===== config.mk =====
export PLATFORM = sky130hd
export DESIGN_NAME = unsigned_mul_8x8_ha_seq_ctrl
export DESIGN_NICKNAME = d
export VERILOG_FILES = /design/src/rtl/unsigned_mul_8x8_ha_seq_ctrl.sv
export SDC_FILE = /design/constraint.sdc
export NUM_CORES = 1
export LEC_CHECK = 0
export ABC_AREA = 1
export CAP_MARGIN = 0
export CORE_AREA = 2 2 103 105
export CTS_CLUSTER_DIAMETER = 200
export DETAILED_ROUTE_END_ITERATION = 8
export DIE_AREA = 0 0 105 107
export GPL_TIMING_DRIVEN = 0
export PLACE_DENSITY = 0.72
export RECOVER_POWER = 100
export SYNTH_ARGS = -nofsm -noshare
export SYNTH_HDL_FRONTEND = slang
export SYNTH_SLANG_ARGS = --single-unit

===== constraint.sdc =====
create_clock -name clk -period 4.28 [get_ports clk]
set_input_delay 0.856 -clock clk [delete_from_list [all_inputs] [get_ports clk]]
set_output_delay 0.856 -clock clk [all_outputs]
set_load 0.01 [all_outputs]

===== src/rtl/unsigned_mul_8x8_ha_seq_ctrl.sv =====
// Sequential controller for an external 8x8 half-adder-array multiplier: it captures
// the operands, accumulates the four weighted row vectors the array returns, and holds the product.
module unsigned_mul_8x8_ha_seq_ctrl #(
    parameter int ROWS_PER_CYCLE = 1
) (
    input  logic        clk,
    input  logic        rst,
    input  logic        in_valid,
    output logic        in_ready,
    input  logic [7:0]  in_x,
    input  logic [7:0]  in_y,
    output logic [7:0]  mul_x,
    output logic [7:0]  mul_y,
    input  logic [6:0]  ha_0_b,
    input  logic [8:0]  ha_0_t,
    input  logic [6:0]  ha_1_b,
    input  logic [8:0]  ha_1_t,
    input  logic [6:0]  ha_2_b,
    input  logic [8:0]  ha_2_t,
    input  logic [6:0]  ha_3_b,
    input  logic [8:0]  ha_3_t,
    output logic        out_valid,
    input  logic        out_ready,
    output logic [15:0] out_p,
    output logic        out_ovf,
    output logic        busy,
    output logic [1:0]  dbg_state
);

    // Handshake: a transfer happens on a rising edge where valid and ready are both 1;
    // in_ready depends combinationally on out_ready only in DONE, so a product can be
    // handed off and new operands taken on the same edge.

    typedef enum logic [1:0] {
        S_IDLE = 2'd0,
        S_ACC  = 2'd1,
        S_DONE = 2'd2
    } state_t;

    localparam int NUM_ROWS = 4;
    localparam int LAST_IDX = NUM_ROWS - ROWS_PER_CYCLE;

    generate
        if (!(ROWS_PER_CYCLE == 1 || ROWS_PER_CYCLE == 2 || ROWS_PER_CYCLE == 4)) begin : g_bad_rows
            $fatal(1, "ROWS_PER_CYCLE must be 1, 2 or 4");
        end
    endgenerate

    state_t      state_q, state_d;
    logic [1:0]  idx_q, idx_d;
    logic [17:0] acc_q, acc_d;
    logic [7:0]  mul_x_q, mul_x_d;
    logic [7:0]  mul_y_q, mul_y_d;
    logic        out_valid_q, out_valid_d;
    logic [15:0] out_p_q, out_p_d;
    logic        out_ovf_q, out_ovf_d;
    logic        busy_q, busy_d;

    logic [17:0] row_term [NUM_ROWS];
    logic [17:0] add_sum;
    logic [17:0] acc_next;
    logic        accept;

    // Carry vector sits two bit positions above the sum vector; row k is shifted by 2k.
    always_comb begin
        row_term[0] =  18'(ha_0_t) + (18'(ha_0_b) << 2);
        row_term[1] = (18'(ha_1_t) + (18'(ha_1_b) << 2)) << 2;
        row_term[2] = (18'(ha_2_t) + (18'(ha_2_b) << 2)) << 4;
        row_term[3] = (18'(ha_3_t) + (18'(ha_3_b) << 2)) << 6;
    end

    always_comb begin
        add_sum = '0;
        for (int r = 0; r < ROWS_PER_CYCLE; r++) begin
            add_sum = add_sum + row_term[idx_q + 2'(r)];
        end
    end

    assign in_ready = (state_q == S_IDLE) || ((state_q == S_DONE) && out_ready);
    assign accept   = in_valid && in_ready;

    always_comb begin
        state_d     = state_q;
        idx_d       = idx_q;
        acc_d       = acc_q;
        mul_x_d     = mul_x_q;
        mul_y_d     = mul_y_q;
        out_valid_d = out_valid_q;
        out_p_d     = out_p_q;
        out_ovf_d   = out_ovf_q;
        busy_d      = busy_q;
        acc_next    = acc_q + add_sum;

        case (state_q)
            S_ACC: begin
                acc_d = acc_next;
                idx_d = idx_q + 2'(ROWS_PER_CYCLE);
                if (idx_q == 2'(LAST_IDX)) begin
                    state_d     = S_DONE;
                    out_valid_d = 1'b1;
                    out_p_d     = acc_next[15:0];
                    out_ovf_d   = |acc_next[17:16];
                end
            end
            S_DONE: begin
                if (out_ready) begin
                    state_d     = S_IDLE;
                    out_valid_d = 1'b0;
                    busy_d      = 1'b0;
                end
            end
            default: ;
        endcase

        // Accept overrides the DONE->IDLE exit so back-to-back products have no bubble.
        if (accept) begin
            state_d     = S_ACC;
            mul_x_d     = in_x;
            mul_y_d     = in_y;
            acc_d       = '0;
            idx_d       = '0;
            out_valid_d = 1'b0;
            busy_d      = 1'b1;
        end
    end

    always_ff @(posedge clk) begin
        if (rst) begin
            state_q     <= S_IDLE;
            idx_q       <= '0;
            acc_q       <= '0;
            mul_x_q     <= '0;
            mul_y_q     <= '0;
            out_valid_q <= 1'b0;
            out_p_q     <= '0;
            out_ovf_q   <= 1'b0;
            busy_q      <= 1'b0;
        end else begin
            state_q     <= state_d;
            idx_q       <= idx_d;
            acc_q       <= acc_d;
            mul_x_q     <= mul_x_d;
            mul_y_q     <= mul_y_d;
            out_valid_q <= out_valid_d;
            out_p_q     <= out_p_d;
            out_ovf_q   <= out_ovf_d;
            busy_q      <= busy_d;
        end
    end

    assign mul_x     = mul_x_q;
    assign mul_y     = mul_y_q;
    assign out_valid = out_valid_q;
    assign out_p     = out_p_q;
    assign out_ovf   = out_ovf_q;
    assign busy      = busy_q;
    assign dbg_state = state_q;

endmodule


==> results of run 1 <==
==> Yosys cell counts (all sizes together), types with 4 or more instances <==
| cell | n |
|---|---|
| a21o | 4 |
| a21oi | 74 |
| buf | 13 |
| clkbuf | 9 |
| dfxtp | 56 |
| fa | 5 |
| ha | 45 |
| inv | 87 |
| nand2 | 164 |
| nand3 | 68 |
| nand4 | 10 |
| nor2 | 58 |
| o211ai | 6 |
| o21a | 7 |
| o21ai | 27 |
| o21bai | 5 |
| xnor2 | 8 |
| xor2 | 10 |
==> worst max-delay path, cell delays in order <==
cell           delay (ps)
dlygate4sd3_1         530
ha_1                  180
inv_1                  60
fa_1                  360
inv_1                 110
nand4_1               130
nand4_1               100
nand2_1                50
o21ai_0               250
a21oi_1               150
ha_1                  360
nand2_1               150
inv_1                  50
a21oi_1               180
nand3_1               180
nand2_1               130
nand2_1                50
nand2_1                70
nand3_1                90
nand2_1                70
inv_1                  30
==> logic make-up after synthesis <==
family | count (synthesis) | synth area share (%)
XOR/XNOR | 18 | 3.55
buffers and inverters | 109 | 10.3
flip-flops | 56 | 25.2
AND/OR/NAND/NOR | 305 | 29.4
AO/OA/AOI/OAI | 130 | 16.6
adder cells (fa/ha/maj) | 50 | 14.9
==> power by group through the flow <==
| stage | Clock [W] | Sequential, W | Combinational (W) |
|---|---|---|---|
| floorplan | 0 | 0.000572 | 0.000335 |
| global placement | 0 | 0.000567 | 0.000520 |
| detailed placement | 0 | 0.000569 | 0.000529 |
| CTS | 0.000296 | 0.000557 | 0.000532 |
| global route | 0.000318 | 0.000559 | 0.000587 |
| finish | 0.000288 | 0.000556 | 0.000522 |
==> layout make-up <==
type | instances | area, um^2 | area share [%]
Tap cell | 136 | 170 | 2.91
Multi-Input combinational cell | 503 | 2840 | 48.7
Sequential cell | 56 | 1120 | 19.2
Inverter | 87 | 327 | 5.59
Clock inverter | 1 | 5.00 | 0.0857
Timing Repair Buffer | 120 | 1200 | 20.6
Buffer | 22 | 103 | 1.76
Clock buffer | 6 | 72.6 | 1.24
==> routing by layer <==
| metal | global-route usage, % | vias up | routed length, um | share of wire, % |
|---|---|---|---|---|
| met3 | 6.08 | 22 | 964 | 8.0 |
| met4 | 7.24 | 0 | 255 | 2.1 |
| met1 | 26.6 | 2074 | 5360 | 44 |
| li1 | - | 2453 | - | - |
| met5 | 0 | - | 0 | 0 |
| met2 | 37.5 | 155 | 5490 | 45 |
==> how the worst min path moves through the flow <==
stage / endpoint / slack (ps) / cells past startpoint
after floorplan: acc_q[0] / 440 / 2
after global placement: mul_y[6] / 450 / 2
after detailed placement: mul_x[7] / 450 / 2
after CTS: mul_x[7] / 460 / 2
after global routing: mul_x[6] / 490 / 2
final: mul_x[7] / 460 / 2
==> per-stage QoR <==
| stage | std cells | utilization [%] | setup slack [ps] |
|---|---|---|---|
| after global routing | 931 | 57.9 | 131 |
| final | 931 | 57.9 | 362 |
| after detailed placement | 924 | 57.6 | 139 |
| after floorplan | 668 | - | 980 |
| after global placement | 924 | 57.6 | 175 |
| after CTS | 931 | 58.4 | 480 |
==> sequential cells by signal (all words and copies together) (netlist names) <==
name	cells
dbg_state	2
busy	1
acc_q	18
mul_y	8
out_p	16
out_ovf	1
mul_x	8
idx_q	2
==> impl_metrics.ini, run 1 <==
[yosys]
synth_cells = 668
synth_area_leader_cell = dfxtp_1
yosysUniqueCellTypes = 37
async_flop_share_pct = 0
ys_ff_latch = 56
yosysWarnings = 0
synth.area.top_cells = dfxtp_1 (25%), nand2_1 (14%), ha_1 (13%)
synth_nets = 802
yosysTopAreaCellShare_pct = 25.2
seq_area_frac_synth_pct = 25.2
synthesis.area_um2 = 4440
synth_edf_count = 0
syn_avg_cell_area_um2 = 6.65
yosys_most_used_dff = dfxtp_1

[setup_path]
cp-start-kind = primary input
reg2reg_slack_ps = 1520
worstSetupEndpointType = flop
critical_path_class = in -> reg
reg2regPathDepth = 17
cp-endpoint = out_p[13]
required_ps = 4500
rr_startpoint = idx_q[0]
crit_start = ha_0_t[2]
critPathMaxFanout = 5
r2r-end = out_ovf
cp.arrival_ps = 4130

[global_route]
track_usage_pct = 21.9
grt_pass1_vias = 4519
grt_remaining_overflow = 0
antenna_found_initial = 0
grt_max_degree = 16
grt_pass1_wl_mm = 20.5

[routing]
ant_nets = 0
drc_errors = 0
finalWirelength_mm = 12.1
drt_iter0_markers = 245
routed_via_density = 5.05
dr.pass1.iters = 5
num_vias = 4704
routedWlPerCell_um = 13.0

[floorplanning]
die_h_um = 107
die_width_um = 105
start_util_pct = 44.0
core_um2 = 10100
die_area_um2 = 11200
rows = 37
pin_count = 122

[clocking]
hold_buffers = 0
cts_tree = yes
cts_setup_buffers = 0
clockBufferDepth = 2
clk_latency_ps = 320
clkTransAtPathRegs_ps = 90
root_buffer = clkbuf_8
clock_sinks = 56
cts_resized = 0
htreeDepth = 2
numCtsBuffers = 5

[place]
hpwl_mm = 9.76
placedInstanceArea_um2 = 5810
numPortBuffers = 120
place.gp.congestion = 0.921

[power_and_ir_drop]
p_switching_w = 0.000480
p_seq_share_pct = 40.7
p_comb_share_pct = 38.2
ir_drop_v = 0.000178
pwr-share-clk_pct = 21.1
power_w = 0.00137
leakage_nw = 2.88
switching_share_pct = 35.2
p_per_area_nw_per_um2 = 234
cell_internal_pwr_w = 0.000886

[cells_and_area]
fillCellCount = 1038
final_cell_mix = nand2_1 (162), inv_1 (83), clkdlybuf4s50_1 (77)
fin_nets = 929
drive_gt1_share_pct = 3.40
area_growth_pct = 31.5
fin_area_um2 = 5840
n_antenna_cell = 0
layout_commonest_cell = nand2_1

[timing]
max_slew.worst_pin.slew_ps = 1220
fin_tns_setup_ps = 0
fin_crit_sh_pct = 91.5
setup_violations = 0
hold_viol = 0
finalClockSkew_ps = 16.7
rsz0062_at_grt = no
holdWs_ps = 461
period_needed_ps = 3920
relSlewSlack_pct = 17.6
slew_violations = 0
fmax_ghz = 0.255

[hold_path]
min_from = mul_x[7]
hp-class = reg -> reg

[run_status]
status = complete, no violations

[run]
maxCapViolations = 0
(Power assumes the default switching activity.)
==> inputs of run 2 (changes only) <==
- SKIP_CTS_REPAIR_TIMING: unset -> 1
- SLEW_MARGIN: unset -> 20
==> results of run 2 <==
The final DEF is identical to that of run 1; final timing and power are the same.
